<file path="config.mk">
export PLATFORM = sky130hd
export DESIGN_NAME = ntt_loop_scheduler_flat
export DESIGN_NICKNAME = d
export VERILOG_FILES = /design/src/rtl/ntt_loop_scheduler_pkg.sv /design/src/rtl/ntt_loop_scheduler_if.sv /design/src/rtl/ntt_loop_scheduler_counter.sv /design/src/rtl/ntt_loop_scheduler.sv /design/src/flat_wrapper.sv
export SDC_FILE = /design/constraint.sdc
export NUM_CORES = 1
export LEC_CHECK = 0
export ABC_AREA = 1
export CORE_MARGIN = 10
export CORE_UTILIZATION = 40
export DETAILED_ROUTE_END_ITERATION = 16
export DONT_BUFFER_PORTS = 1
export GPL_ROUTABILITY_DRIVEN = 0
export PLACE_DENSITY = 0.57
export SYNTH_ARGS = -nofsm -noshare
export SYNTH_HDL_FRONTEND = slang
export SYNTH_SLANG_ARGS = --single-unit
</file>
<file path="constraint.sdc">
create_clock -name clk -period 4 [get_ports clk]
set_input_delay 0.4 -clock clk [delete_from_list [all_inputs] [get_ports clk]]
set_output_delay 0.4 -clock clk [all_outputs]
set_load 0.01 [all_outputs]
</file>
<file path="src/rtl/ntt_loop_scheduler_pkg.sv">
// Shared types, sizing constants and stage-limit helper for the radix-4
// NTT loop scheduler. Optional build macro used by this slice: NTT_INV_EN.
package ntt_sched_pkg;

    localparam int NTT_STAGES = 5;
    localparam int NTT_IDX_W  = 8;
    localparam int NTT_P_W    = 3;
    localparam int NTT_GAP_W  = 4;

    typedef enum logic [1:0] {
        ST_IDLE,
        ST_RUN,
        ST_GAP,
        ST_DONE
    } sched_state_t;

    typedef struct packed {
        logic [NTT_IDX_W-1:0] j_max;
        logic [NTT_IDX_W-1:0] k_max;
    } stage_lim_t;

    // j_max = 4^p - 1 and k_max = 4^(4-p) - 1; stages above 4 are clamped
    // so a corrupted stage value can never produce a zero-width loop.
    function automatic stage_lim_t stage_limits(input logic [NTT_P_W-1:0] p);
        stage_lim_t  lim;
        int unsigned jp;
        int unsigned kp;
        jp = (p > NTT_P_W'(4)) ? 32'd4 : 32'(p);
        kp = 32'd4 - jp;
        lim.j_max = NTT_IDX_W'((32'd1 << (2 * jp)) - 32'd1);
        lim.k_max = NTT_IDX_W'((32'd1 << (2 * kp)) - 32'd1);
        return lim;
    endfunction

endpackage

</file>
<file path="src/rtl/ntt_loop_scheduler_if.sv">
// Control and tuple bus between the NTT loop scheduler and its consumer
// (address generator / memory-read pipeline). The inv select only exists
// when NTT_INV_EN is defined.
interface ntt_loop_scheduler_if;
    import ntt_sched_pkg::*;

    logic                 start;
    logic                 abort;
    logic                 ready;
    logic                 valid;
    logic [NTT_IDX_W-1:0] k;
    logic [NTT_IDX_W-1:0] j;
    logic [NTT_P_W-1:0]   p;
    logic                 stage_last;
    logic                 last;
    logic                 busy;
    logic                 done;
`ifdef NTT_INV_EN
    logic                 inv;

    modport master (
        input  start, abort, ready, inv,
        output valid, k, j, p, stage_last, last, busy, done
    );

    modport slave (
        output start, abort, ready, inv,
        input  valid, k, j, p, stage_last, last, busy, done
    );
`else
    modport master (
        input  start, abort, ready,
        output valid, k, j, p, stage_last, last, busy, done
    );

    modport slave (
        output start, abort, ready,
        input  valid, k, j, p, stage_last, last, busy, done
    );
`endif

endinterface

</file>
<file path="src/rtl/ntt_loop_scheduler_counter.sv">
// Nested j (inner) / k (outer) butterfly-group counters for one NTT stage.
// wrap flags the terminal position of the stage (j == j_max and k == k_max).
module ntt_loop_counter
    import ntt_sched_pkg::*;
(
    input  logic                 clk,
    input  logic                 rst_n,
    input  logic                 clear,
    input  logic                 advance,
    input  logic [NTT_IDX_W-1:0] j_max,
    input  logic [NTT_IDX_W-1:0] k_max,
    output logic [NTT_IDX_W-1:0] k,
    output logic [NTT_IDX_W-1:0] j,
    output logic                 wrap
);

    logic j_end;
    logic k_end;

    assign j_end = (j == j_max);
    assign k_end = (k == k_max);
    assign wrap  = j_end && k_end;

    // Step j each advance; on j wrap step k, and on k wrap return both to 0.
    always_ff @(posedge clk) begin
        if (!rst_n || clear) begin
            k <= '0;
            j <= '0;
        end else if (advance) begin
            if (j_end) begin
                j <= '0;
                k <= k_end ? '0 : k + NTT_IDX_W'(1);
            end else begin
                j <= j + NTT_IDX_W'(1);
            end
        end
    end

endmodule

</file>
<file path="src/rtl/ntt_loop_scheduler.sv">
// Radix-4 NTT loop scheduler: walks stages p and groups (k, j) of a
// 1024-point transform, one tuple per handshake, with STAGE_GAP bubble
// cycles between stages. Define NTT_INV_EN to add the inv port, which
// reverses the stage order (0 -> 4) for the inverse transform.
module ntt_loop_scheduler
    import ntt_sched_pkg::*;
#(
    parameter int unsigned STAGE_GAP = 2
) (
    input  logic                  clk,
    input  logic                  rst_n,
    ntt_loop_scheduler_if.master  bus
);

    localparam logic [NTT_P_W-1:0]   P_TOP    = NTT_P_W'(NTT_STAGES - 1);
    localparam logic [NTT_GAP_W-1:0] GAP_LOAD = NTT_GAP_W'(STAGE_GAP);

    sched_state_t          state;
    sched_state_t          state_n;
    logic [NTT_P_W-1:0]    p_q;
    logic [NTT_P_W-1:0]    p_n;
    logic [NTT_GAP_W-1:0]  gap_q;
    logic [NTT_GAP_W-1:0]  gap_n;
    logic                  inv_q;
    logic                  inv_start;
    logic                  cnt_clear;
    logic                  cnt_adv;
    logic                  wrap;
    logic [NTT_IDX_W-1:0]  k_cnt;
    logic [NTT_IDX_W-1:0]  j_cnt;
    logic [NTT_P_W-1:0]    final_p;
    logic [NTT_P_W-1:0]    next_p;
    stage_lim_t            lim;

`ifdef NTT_INV_EN
    logic inv_n;

    assign inv_start = bus.inv;

    // The stage direction is captured once, when start is accepted.
    always_ff @(posedge clk) begin
        if (!rst_n) begin
            inv_q <= 1'b0;
        end else begin
            inv_q <= inv_n;
        end
    end
`else
    assign inv_start = 1'b0;
    assign inv_q     = 1'b0;
`endif

    assign lim     = stage_limits(p_q);
    assign final_p = inv_q ? P_TOP : '0;
    assign next_p  = inv_q ? p_q + NTT_P_W'(1) : p_q - NTT_P_W'(1);

    ntt_loop_counter u_counter (
        .clk     (clk),
        .rst_n   (rst_n),
        .clear   (cnt_clear),
        .advance (cnt_adv),
        .j_max   (lim.j_max),
        .k_max   (lim.k_max),
        .k       (k_cnt),
        .j       (j_cnt),
        .wrap    (wrap)
    );

    // State, stage and bubble-counter registers.
    always_ff @(posedge clk) begin
        if (!rst_n) begin
            state <= ST_IDLE;
            p_q   <= '0;
            gap_q <= '0;
        end else begin
            state <= state_n;
            p_q   <= p_n;
            gap_q <= gap_n;
        end
    end

    // Next-state logic: abort flushes everything back to the reset picture;
    // otherwise step tuples in RUN, count down bubbles in GAP, pulse DONE.
    always_comb begin
        state_n   = state;
        p_n       = p_q;
        gap_n     = gap_q;
        cnt_clear = 1'b0;
        cnt_adv   = 1'b0;
`ifdef NTT_INV_EN
        inv_n     = inv_q;
`endif
        if (bus.abort) begin
            state_n   = ST_IDLE;
            p_n       = '0;
            gap_n     = '0;
            cnt_clear = 1'b1;
        end else begin
            case (state)
                ST_IDLE: begin
                    if (bus.start) begin
                        state_n   = ST_RUN;
                        cnt_clear = 1'b1;
                        p_n       = inv_start ? '0 : P_TOP;
`ifdef NTT_INV_EN
                        inv_n     = bus.inv;
`endif
                    end
                end
                ST_RUN: begin
                    if (bus.ready) begin
                        cnt_adv = 1'b1;
                        if (wrap) begin
                            if (p_q == final_p) begin
                                state_n = ST_DONE;
                                p_n     = '0;
                            end else begin
                                p_n = next_p;
                                if (STAGE_GAP != 0) begin
                                    state_n = ST_GAP;
                                    gap_n   = GAP_LOAD;
                                end
                            end
                        end
                    end
                end
                ST_GAP: begin
                    if (gap_q <= NTT_GAP_W'(1)) begin
                        state_n = ST_RUN;
                        gap_n   = '0;
                    end else begin
                        gap_n = gap_q - NTT_GAP_W'(1);
                    end
                end
                ST_DONE: begin
                    state_n = ST_IDLE;
                end
                default: begin
                    state_n = ST_IDLE;
                end
            endcase
        end
    end

    assign bus.valid      = (state == ST_RUN);
    assign bus.k          = k_cnt;
    assign bus.j          = j_cnt;
    assign bus.p          = p_q;
    assign bus.stage_last = bus.valid && wrap;
    assign bus.last       = bus.stage_last && (p_q == final_p);
    assign bus.busy       = (state != ST_IDLE);
    assign bus.done       = (state == ST_DONE);

endmodule

</file>
<file path="src/flat_wrapper.sv">
// flat-port wrapper written by rule: the top's interface ports become plain ports
module ntt_loop_scheduler_flat import ntt_sched_pkg::*;
#(
    parameter int unsigned STAGE_GAP = 2
)
  (clk, rst_n, bus_start, bus_abort, bus_ready, bus_valid, bus_k, bus_j, bus_p, bus_stage_last, bus_last, bus_busy, bus_done);
  ntt_loop_scheduler_if bus_i ();
  input  logic clk;
  input  logic rst_n;
  input wire logic [$bits(bus_i.start)-1:0] bus_start;
  input wire logic [$bits(bus_i.abort)-1:0] bus_abort;
  input wire logic [$bits(bus_i.ready)-1:0] bus_ready;
  output wire logic [$bits(bus_i.valid)-1:0] bus_valid;
  output wire logic [$bits(bus_i.k)-1:0] bus_k;
  output wire logic [$bits(bus_i.j)-1:0] bus_j;
  output wire logic [$bits(bus_i.p)-1:0] bus_p;
  output wire logic [$bits(bus_i.stage_last)-1:0] bus_stage_last;
  output wire logic [$bits(bus_i.last)-1:0] bus_last;
  output wire logic [$bits(bus_i.busy)-1:0] bus_busy;
  output wire logic [$bits(bus_i.done)-1:0] bus_done;
  assign bus_i.start = bus_start;
  assign bus_i.abort = bus_abort;
  assign bus_i.ready = bus_ready;
  assign bus_valid = bus_i.valid;
  assign bus_k = bus_i.k;
  assign bus_j = bus_i.j;
  assign bus_p = bus_i.p;
  assign bus_stage_last = bus_i.stage_last;
  assign bus_last = bus_i.last;
  assign bus_busy = bus_i.busy;
  assign bus_done = bus_i.done;
  ntt_loop_scheduler #(.STAGE_GAP(STAGE_GAP)) u_core (.clk(clk), .rst_n(rst_n), .bus(bus_i));
endmodule
</file>
==> results.sh <==
export IMPL_htreeDepth=1
export IMPL_die_w_um=89.4
export IMPL_postCtsSetupBuffers=0
export IMPL_crit_buf_inv=3
export IMPL_dp_cells=350
export IMPL_cp_max_fo=7
export IMPL_period_needed_ns=3.70
export IMPL_power_density_mw_per_mm2=268
export IMPL_reg2regPathDepth=22
export IMPL_die_y_um=89.4
export IMPL_power_frac_seq_pct=46.8
export IMPL_clk_pin_slew_ns=0.09
export IMPL_antenna_cells=0
export IMPL_r2r_start="u_core.bus.p[0]$_SDFFE_PP0P_"
export IMPL_wl_per_cell_um=13.1
export IMPL_avgViaCountPerCell=4.97
export IMPL_drv_cap=0
export IMPL_relSlewSlack_pct=73.4
export IMPL_pre_cts_ws_ns=0.487
export IMPL_area_growth_pct=6.50
export IMPL_status="complete, no violations"
export IMPL_p_int_uw=366
export IMPL_hpwl_um=3850
export IMPL_p_total_uw=550
export IMPL_slowest_delay_ns=0.39
export IMPL_ir_drop_uv=137
export IMPL_rr_endpoint="u_core.bus.p[0]$_SDFFE_PP0P_"
export IMPL_r2r_slack_ns=0.71
export IMPL_initial_core_util_pct=41.0
export IMPL_wirelength_um=4640
export IMPL_grt_pass1_vias=1733
export IMPL_syn_inst=296
export IMPL_clock_sinks=25
export IMPL_nets=318
export IMPL_power_switching_uw=184
export IMPL_tns_ns=0
export IMPL_core_mm2=0.00469
export IMPL_path_delay_family="simple AND/OR/NAND/NOR gates"
export IMPL_grt_overflow=0
export IMPL_startpoint_type="register"
export IMPL_hp_start="bus_ready"
export IMPL_ys_seq_area_share_pct=26.0
export IMPL_finalSetupViolations=0
export IMPL_hold_viol_final=0
export IMPL_portBuffers=0
export IMPL_rsz0062_at_grt="no"
export IMPL_fmax_mhz=270
export IMPL_final_setup_worst_slack_ns=0.296
export IMPL_skew_ns=0.00266
export IMPL_grt_pass1_wl_um=7870
export IMPL_holdPathEnd="u_core.bus.p[2]$_SDFFE_PP0P_"
export IMPL_cp_arrival_ns=3.30
export IMPL_root_buffer="clkbuf_8"
export IMPL_synth_distinct_cells=33
export IMPL_hp_class="in -> reg"
export IMPL_final_cell_count_no_fill=354
export IMPL_end_kind="output port"
export IMPL_clockBufferDepth=2
export IMPL_pwr_share_comb_pct=24.4
export IMPL_cts_tree="built"
export IMPL_min_path_cells=3
export IMPL_critPathRequiredTime_ns=3.60
export IMPL_num_io_pins=29
export IMPL_total_leakage_power_nw=0.886
export IMPL_route_vias_total=1758
export IMPL_gr_usage_all_layers_pct=12.3
export IMPL_switching_share_pct=33.5
export IMPL_cp_slowest_cell="ha_2"
export IMPL_numCtsBuffers=3
export IMPL_yosysWarnings=0
export IMPL_grt_max_degree=14
export IMPL_filler_cell_count=522
export IMPL_drive_above_1_share_pct=12.0
export IMPL_drt_pass1_iter_count=4
export IMPL_dieArea_mm2=0.00799
export IMPL_drt_iter0_drc=67
export IMPL_grt_antenna_before_repair=0
export IMPL_syn_cell_area_mm2=0.00193
export IMPL_ys_ff_latch=25
export IMPL_clkPwrFrac_pct=28.8
export IMPL_antenna_left=0
export IMPL_drc=0
export IMPL_clock_latency_ns=0.28
export IMPL_tightest_slew_ns=0.398
export IMPL_slew_viol_final=0
export IMPL_path_cells="nor2_1, inv_1, ha_1, nor2_1, inv_1, ha_1, ha_2, nand2_2, ha_1, inv_1, nand2_1, nand2_1, nor2_1, nand2_1, nor2_4, nand4_1, nor2_1, nand2_1, nor2_2"
export IMPL_rows=25
export IMPL_syn_nets=313
export IMPL_avgSynthCellArea_um2=6.51
export IMPL_fin_crit_sh_pct=92.6
export IMPL_crit_type="reg -> out"
-- placed cells by master, fill, tap and decap left out, drive strengths merged, types with 2 or more instances in the layout --
| cell type | instances |
|---|---|
| nand2 | 78 |
| nor2 | 47 |
| inv | 45 |
| dfxtp | 25 |
| nand3 | 25 |
| a21oi | 16 |
| o21ai | 13 |
| ha | 12 |
| xor2 | 8 |
| nand4 | 7 |
| nor3 | 6 |
| nor3b | 4 |
| clkbuf | 4 |
| clkinv | 2 |
-- Yosys cell counts --
cell	instances	area, um^2
a211oi_2	1	12.5
nor2_2	1	6.26
inv_1	40	150
nor2_1	41	154
nor3b_2	3	37.5
nand2_2	6	37.5
inv_2	5	18.8
nand4_1	7	43.8
nor3b_1	1	7.51
nand3_4	1	17.5
clkinv_1	2	7.51
buf_2	1	5.00
nand3_1	22	110
a21oi_1	15	75.1
nand2_1	70	263
xor2_1	8	70.1
o21bai_1	1	7.51
nor3_1	6	30.0
o21ai_0	9	45.0
xnor2_1	1	8.76
o21ai_1	3	15.0
a21oi_2	1	8.76
nand3b_1	1	7.51
ha_1	12	150
nand2_4	2	22.5
nor4_1	1	6.26
and2_1	1	6.26
dfxtp_1	25	500
nand3_2	2	20.0
nor2_8	1	20.0
o211ai_1	1	7.51
nor2_4	4	45.0
o21ai_2	1	8.76
-- logic make-up after synthesis --
logic type / count (synthesis) / share of synthesized area, %
adders and majority gates: 12 / 7.80
and+or+nand+nor: 170 / 43.3
AOI/OAI and AO/OA: 32 / 9.36
DFF: 25 / 26.0
xor gates and xnor gates: 9 / 4.09
buffers and inverters: 48 / 9.42
-- metal layers --
layer / global-route usage [%] / share of wire (%) / wire, um
met5: 0 / 0 / 0
met4: 3.47 / 1.0 / 48
met3: 2.73 / 3.9 / 182
met2: 20.4 / 46 / 2120
met1: 15.4 / 49 / 2290
-- power by group through the flow --
stage / Combinational (mW) / Sequential, mW / Clock [mW]
6_report: 0.134 / 0.257 / 0.159
5_1_grt: 0.154 / 0.258 / 0.174
4_1_cts: 0.133 / 0.258 / 0.168
3_5_place_dp: 0.133 / 0.263 / 0
3_3_place_gp: 0.132 / 0.263 / 0
2_1_floorplan: 0.109 / 0.262 / 0
-- sequential cells by signal, indices dropped and copies added, names as in the netlist --
| register | count |
|---|---|
| u_core.gap_q | 4 |
| u_core.bus.p | 3 |
| u_core.u_counter.k | 8 |
| u_core.u_counter.j | 8 |
| u_core.state | 2 |
-- per-stage QoR --
step	utilization (%)	instance area, um^2	hold slack (ns)
after CTS	43.5	2040	0.348
after detailed placement	42.5	2000	0.498
after floorplan	-	1930	0.451
after global routing	43.7	2050	0.378
final	43.7	2050	0.347
after global placement	42.5	2000	0.494
-- area by class of cell --
type,count,area (um^2),share of cell area (%)
clock buffers,4,45.0,2.20
inverters,47,176,8.60
multi-input cells,223,1250,61.1
flip-flops and latches,25,502,24.5
well taps,54,67.6,3.29
repair buffers,1,7.51,0.366
-- what timing repair did --
action | CTS | global route
hold buffers | 0 | 0
gates resized for setup | 0 | 4
setup endpoints to repair | 0 | 2
-- worst max path at each step --
stage                                      start  endpoint  slack (ns)  cells after the start
floorplan           u_core.bus.p[1]$_SDFFE_PP0P_  bus_last        0.69                     20
global placement    u_core.bus.p[0]$_SDFFE_PP0P_  bus_last        0.57                     19
detailed placement  u_core.bus.p[0]$_SDFFE_PP0P_  bus_last        0.49                     19
CTS                 u_core.bus.p[0]$_SDFFE_PP0P_  bus_last        0.15                     19
global route        u_core.bus.p[0]$_SDFFE_PP0P_  bus_last       0.002                     19
finish              u_core.bus.p[0]$_SDFFE_PP0P_  bus_last        0.30                     19
-- worst register-to-register path, stage by stage, from the launching register on --
cell     delay, ns
dfxtp_2       0.38
nor2_1        0.15
inv_1         0.07
ha_1          0.22
nor2_1        0.15
inv_1         0.09
ha_1          0.19
ha_2          0.39
nand2_2       0.13
ha_1          0.32
inv_1         0.04
nand2_1       0.05
nand2_1       0.04
nor2_1        0.13
nand2_1       0.10
nor2_4        0.10
nand3_2       0.10
nor2_4        0.14
nand3_2       0.10
nand2_4       0.10
nand3_1       0.07
nand2_1       0.07
nor2_1        0.04
Power figures use the tool's default switching activity.
